--- src/rtl/sram_input_loader.sv ---
// sram_input_loader: streams a 28x28 8-bit image into the input SRAM as saturated Q-format words,
// then lends the SRAM address port to the downstream reader until it releases the frame.
module sram_input_loader #(
    parameter int DEPTH = 784,
    parameter int ZP    = 0,
    parameter int SHIFT = 7
) (
    input  logic        clk,
    input  logic        rst_n,
    input  logic        i_start,
    input  logic        i_in_valid,
    input  logic [7:0]  i_in_data,
    output logic        o_in_ready,
    output logic        o_sram_we,
    output logic [15:0] o_sram_d,
    output logic [9:0]  o_sram_addr,
    input  logic [9:0]  i_rd_addr,
    input  logic        i_release,
    output logic        o_load_done,
    output logic [7:0]  o_frame_cnt
);
    typedef enum logic [1:0] {IDLE, LOAD, DRAIN, READY} state_t;
    localparam int VW = (SHIFT + 11 > 18) ? SHIFT + 11 : 18;
    localparam logic [9:0] LAST = 10'(DEPTH - 1);
    state_t         r_state;
    logic [9:0]     r_cnt;
    logic [9:0]     r_waddr;
    logic           r_we;
    logic [15:0]    r_d;
    logic           r_done;
    logic [7:0]     r_frame_cnt;
    logic signed [9:0]    w_diff;
    logic signed [VW-1:0] w_ext;
    logic signed [VW-1:0] w_val;
    logic                 w_pos_ovf;
    logic                 w_neg_ovf;
    logic [15:0]          w_d;
    always_comb begin
        w_diff    = $signed({2'b00, i_in_data}) - $signed(10'(ZP));
        w_ext     = {{(VW-10){w_diff[9]}}, w_diff};
        w_val     = w_ext <<< SHIFT;
        // anything whose bits above 15 are not a pure sign extension is out of int16 range
        w_pos_ovf = !w_val[VW-1] && |w_val[VW-2:15];
        w_neg_ovf = w_val[VW-1] && !(&w_val[VW-2:15]);
        w_d       = w_pos_ovf ? 16'h7fff : w_neg_ovf ? 16'h8000 : w_val[15:0];
    end
    always_ff @(posedge clk or negedge rst_n) begin
        if (!rst_n) begin
            r_state     <= IDLE;
            r_cnt       <= '0;
            r_waddr     <= '0;
            r_we        <= 1'b0;
            r_d         <= '0;
            r_done      <= 1'b0;
            r_frame_cnt <= '0;
        end else begin
            case (r_state)
                IDLE: begin
                    r_we <= 1'b0;
                    if (i_start) begin
                        r_state <= LOAD;
                        r_cnt   <= '0;
                    end
                end
                LOAD: begin
                    r_we <= i_in_valid;
                    if (i_in_valid) begin
                        r_waddr <= r_cnt;
                        r_d     <= w_d;
                        if (r_cnt == LAST) r_state <= DRAIN;
                        else r_cnt <= r_cnt + 10'd1;
                    end
                end
                DRAIN: begin
                    r_we        <= 1'b0;
                    r_state     <= READY;
                    r_done      <= 1'b1;
                    r_frame_cnt <= r_frame_cnt + 8'd1;
                end
                READY: begin
                    r_we <= 1'b0;
                    if (i_release) begin
                        r_state <= IDLE;
                        r_done  <= 1'b0;
                    end
                end
            endcase
        end
    end
    assign o_in_ready  = (r_state == LOAD);
    assign o_sram_we   = r_we;
    assign o_sram_d    = r_d;
    assign o_sram_addr = (r_state == READY) ? i_rd_addr : r_waddr;
    assign o_load_done = r_done;
    assign o_frame_cnt = r_frame_cnt;
endmodule
--- config.mk ---
export PLATFORM = sky130hd
export DESIGN_NAME = sram_input_loader
export DESIGN_NICKNAME = d
export VERILOG_FILES = /design/src/rtl/sram_input_loader.sv
export SDC_FILE = /design/constraint.sdc
export NUM_CORES = 1
export LEC_CHECK = 0
export BUFFER_PORTS_ARGS = -buffer_cell sky130_fd_sc_hd__buf_4
export CORE_UTILIZATION = 51
export DETAILED_ROUTE_END_ITERATION = 8
export PLACE_DENSITY = 0.79
export RECOVER_POWER = 100
export SLEW_MARGIN = 10
export SYNTH_ARGS = -nofsm -noshare
export SYNTH_HDL_FRONTEND = slang
export SYNTH_SLANG_ARGS = --single-unit
--- constraint.sdc ---
create_clock -name clk -period 2.43 [get_ports clk]
set_input_delay 0 -clock clk [delete_from_list [all_inputs] [get_ports clk]]
set_output_delay 0 -clock clk [all_outputs]
set_load 0.005 [all_outputs]
== Word level (Yosys, flattened, before mapping) ==
Index checks and enable logic that the tools add are counted.
Operators by class
  add/sub/neg operators: 2
  multiply operators: 0
  divide/modulo/power cells: 0
  magnitude comparators: 0
  equal/unequal tests: 9
  shift-type cells: 0
  muxes and demuxes: 13
  bitwise operators: 0
  reductions and logical operators: 8
Operator list (count)
  10-bit 2-to-1 mux: 4
  10-bit one-hot mux with 2 select lines: 1
  10-bit by 1-bit adder with 10-bit output, second input constant: 1
  10-bit == test, second input constant: 1
  8-bit by 1-bit adder with 8-bit output, second input constant: 1
  2-bit 2-to-1 mux: 4
  2-bit != test, second input constant: 4
  2-bit one-hot mux with 4 select lines: 1
  4-bit AND reduction: 2
  2-bit == test, second input constant: 2
  1-bit one-hot mux with 2 select lines: 2
  2-bit AND reduction: 2
  2-bit nonzero test: 2
  3-bit OR reduction: 1
  2-bit by 1-bit == test with 1-bit output, second input constant: 1
  2-bit zero test: 1
  2-bit by 1-bit != test with 1-bit output, second input constant: 1
  1-bit 2-to-1 mux: 1
Storage, ports and cells
  flip-flop bits (word level): 40
  latch bits: 0
  bits in writable memories: 0
  memory bits (read-only): 0
  bits of input ports: 23
  output and inout port bits: 37
  logic and storage cells: 39
  memories: 0

== Depth between registers and ports, before layout ==
  word-level depth: 4
  mapped depth: 8
  depth with buffers taken out: 6

== Worst setup path after synthesis ==
OpenSTA, ideal clock, no wires.
  path type: reg2reg
  start point: register r_state[1]
  end point: register r_cnt[0]
  library setup time: 0.125 ns
  arrival: 1.789 ns
  setup slack: 0.516 ns
  cell stages (with the launch flop): 8
  buffers on the path: 1
  clock period less this slack: 1.914 ns
  cells stage by stage: dfrtp_1 > inv_1 > ha_1 > buf_2 > nor2_1 > a211o_1 > a31oi_4 > mux2_2
On the way
  word-level cells in the longest chain between the ends: 3
  elaborated cells between the ends (all ways): 8
RTL lines
  start: declaration: line 25  | state_t r_state;
  start signal: assignment: line 49  | r_state <= IDLE;
  start signal: assignment: line 61  | r_state <= LOAD;
  start signal: assignment: line 70  | if (r_cnt == LAST) r_state <= DRAIN;
  2-bit by 1-bit == test with 1-bit output *
  net o_in_ready: line 13  | output logic o_in_ready,
  2-bit != test (no line) / 2-bit nonzero test (equally long branches)
  4-bit AND reduction (no line)
  end signal: assignment: line 71  | else r_cnt <= r_cnt + 10'd1;
  end: declaration: line 26  | logic [9:0] r_cnt;
Mark *: on every way through the listed nets, which the timed path passes. The rest lies on a longest branch.
A chain may end at the register's enable or synchronous reset.

== Worst setup path after layout ==
  start point: register r_state[0]
  end point: register r_cnt[0]
On the way
  word-level cells in the longest chain between the ends: 3
  elaborated cells between the ends (all ways): 8
RTL lines
  2-bit by 1-bit == test with 1-bit output / 2-bit zero test (equally long branches): line 57  | case (r_state)
  2-bit != test (no line) / 2-bit nonzero test (equally long branches)
  4-bit AND reduction (no line)
Parallel ways exist; a longest one is shown, timed or not.

==> results.sh <==
export IMPL_p_clk_share_pct=14.7
export IMPL_fmax_mhz=490
export IMPL_cts_root_buffer="clkbuf_8"
export IMPL_cp_start_kind="flop"
export IMPL_syn2layout_area_growth_pct=29.2
export IMPL_seq_area_sq_um=1000
export IMPL_switching_share_pct=35.6
export IMPL_peakVddDrop_mv=0.610
export IMPL_p_per_area_nw_per_um2=1090
export IMPL_place_port_buffers=51
export IMPL_overflow=0
export IMPL_fin_crit_sh_pct=84.1
export IMPL_grt_max_degree=41
export IMPL_fin_setup_tns_ns=0
export IMPL_combPwrFrac_pct=45.6
export IMPL_synth_edf_count=0
export IMPL_hold_violations=0
export IMPL_drc=0
export IMPL_dieWidth_um=65.4
export IMPL_p_sw_mw=1.03
export IMPL_hp_class="in -> reg"
export IMPL_clock_sinks=40
export IMPL_instances_no_fill=299
export IMPL_ios=60
export IMPL_post_drt_wl_per_cell_um=13.2
export IMPL_ys_warn_count=0
export IMPL_n_antenna_cell=0
export IMPL_grt_pass1_vias=1510
export IMPL_synth_area_sq_um=2050
export IMPL_ys_ff_latch=40
export IMPL_row_count=22
export IMPL_num_fill_cells=295
export IMPL_routed_wl_mm=3.96
export IMPL_post_route_cell_area_sq_um=2650
export IMPL_start_util_pct=54.7
export IMPL_clk_latency_ns=0.29
export IMPL_grt_pass1_wl_mm=6.87
export IMPL_drt_iter0_drc=65
export IMPL_power_report_internal_total_mw=1.86
export IMPL_worstSetupPathType="reg -> reg"
export IMPL_fin_skew_ns=0.00323
export IMPL_synthTopCellsByArea="dfrtp_1, mux2_2, ha_1"
export IMPL_p_total_mw=2.89
export IMPL_slew_limit_headroom_pct=36.9
export IMPL_crit_path_end_kind="flop"
export IMPL_clk_path_buf_depth=2
export IMPL_clk_pin_slew_ns=0.08
export IMPL_max_cap_violations=0
export IMPL_core_area_sq_um=3740
export IMPL_dieArea_sq_um=4280
export IMPL_layout_common_cells="dfrtp_1, clkbuf_4, mux2_2, buf_4, nand2_1"
export IMPL_slew_violations=0
export IMPL_synth_top_area_share_pct=48.8
export IMPL_htreeDepth=2
export IMPL_drive_above_1_share_pct=33.5
export IMPL_synth_largest_area_cell="dfrtp_1"
export IMPL_cts_tree="yes"
export IMPL_status="completed"
export IMPL_cts_buffers=5
export IMPL_worstMarginPinSlew_ns=0.947
export IMPL_pre_cts_slack_ns=0.407
export IMPL_pwr_share_seq_pct=39.6
export IMPL_leakagePower_nw=1.26
export IMPL_vias=1544
export IMPL_fin_nets=281
export IMPL_required_ns=2.60
export IMPL_layout_setup_ws_ns=0.387
export IMPL_post_place_cells=280
export IMPL_grt_antenna_before_repair=0
export IMPL_syn_area_per_cell_sq_um=11.1
export IMPL_ys_types=38
export IMPL_rsz0062_at_grt="no"
export IMPL_synthFlopType="dfrtp_1"
export IMPL_yosysSeqAreaShare_pct=48.8
export IMPL_async_flop_share_pct=100
export IMPL_final_common_cell="dfrtp_1"
export IMPL_gp_congestion=0.911
export IMPL_die_height_um=65.4
export IMPL_fin_crit_ns=2.04
export IMPL_netlist_instances=185
export IMPL_ctsResizeCount=0
export IMPL_drt_pass1_iterations=4
export IMPL_multi_input_area_sq_um=945
export IMPL_worstPathMaxFanout=8
export IMPL_critPathArrivalTime_ns=2.22
export IMPL_viasPerCell=5.16
export IMPL_final_antenna_net_count=0
export IMPL_post_dp_cell_area_sq_um=2470
export IMPL_setup_viol=0
export IMPL_gr_usage_all_layers_pct=21.4
export IMPL_place_detailed_hpwl_mm=2.74
[cells in the mapped netlist, types with 2 or more instances]
library cell  number
nor4_1             2
mux2_2            24
or3_1              2
nand2_1           17
xnor2_1            4
nand3_1            4
nand4_1            5
mux2i_1            2
buf_4              8
a21oi_1            2
ha_1               8
dfrtp_1           40
o2bb2ai_1          2
clkbuf_1           3
buf_2              2
nor2_1             8
inv_1             11
and3_1             6
a221o_1            2
o21ai_0            8
and2_1             3
o211ai_1           4
xor2_1             3
[power groups by stage]
stage,clock network [mW],registers (mW),logic (mW)
finish,0.426,1.15,1.32
global route,0.470,1.19,1.46
CTS,0.442,1.14,1.40
detailed placement,0,1.16,1.37
global placement,0,1.15,1.36
floorplan,0,1.12,0.835
[cell families (layout without fill, tap and decap cells)]
| kind of cell | after synthesis | in the layout | share of synthesized area (%) |
|---|---|---|---|
| AO/OA/AOI/OAI | 24 | 24 | 8.79 |
| multiplexers | 27 | 27 | 14.9 |
| XOR/XNOR | 7 | 7 | 2.99 |
| flip-flops | 40 | 40 | 48.8 |
| other | 1 | 8 | 0.183 |
| buffers and inverters | 25 | 84 | 6.17 |
| AND/OR/NAND/NOR | 53 | 53 | 13.2 |
| adder cells (fa/ha/maj) | 8 | 8 | 4.88 |
[through the flow]
step	util, %	hold slack, ns
2_1_floorplan	-	-0.296
3_3_place_gp	65.9	0.00373
3_5_place_dp	65.9	-0.00218
4_1_cts	71.2	0.227
5_1_grt	70.8	0.297
6_report	70.8	0.292
[per-layer routing]
metal,global-route usage [%],vias up,routed length [um]
li1,-,761,-
met1,26.3,737,1760
met2,36.9,40,1980
met3,4.51,6,157
met4,7.61,0,60
met5,0,-,0
[worst max-delay path: stages, from the launching register on]
cell and delay [ns]:
dfrtp_1 0.40, inv_1 0.11, ha_1 0.24, nor2b_1 0.17
a211o_1 0.34, a31oi_4 0.30, mux2_2 0.37
[flip-flops by register name (all words and copies together) (netlist names)]
signal	count
r_cnt	10
r_waddr	10
o_frame_cnt	8
o_sram_d	8
r_state	2
o_load_done	1
o_sram_we	1
[final timing paths]
kind	from	endpoint	slack [ns]	cells after the start
hold reg to reg	o_frame_cnt[7]	o_frame_cnt[7]	0.48	1
hold / removal	i_start	r_cnt[4]	0.29	5
setup reg to reg	r_state[0]	r_cnt[0]	0.39	6
setup / recovery	r_state[0]	r_cnt[0]	0.39	6
max in group asynchronous	rst_n	r_waddr[5]	1.46	2
min in group asynchronous	rst_n	o_sram_d[12]	0.39	2
[cell type report]
type	instances	share of cell area, %
Sequential cell	40	37.8
Tap cell	48	2.27
Clock buffer	5	2.60
Multi-Input combinational cell	127	35.7
Clock inverter	3	0.709
Inverter	11	1.56
Timing Repair Buffer	65	19.4
[repair_timing]
action                                 CTS  global route
endpoints found under the hold margin   50             0
setup buffers                            0             0
hold buffers                            11             0
No activity file was read; power rests on OpenSTA's default activity.
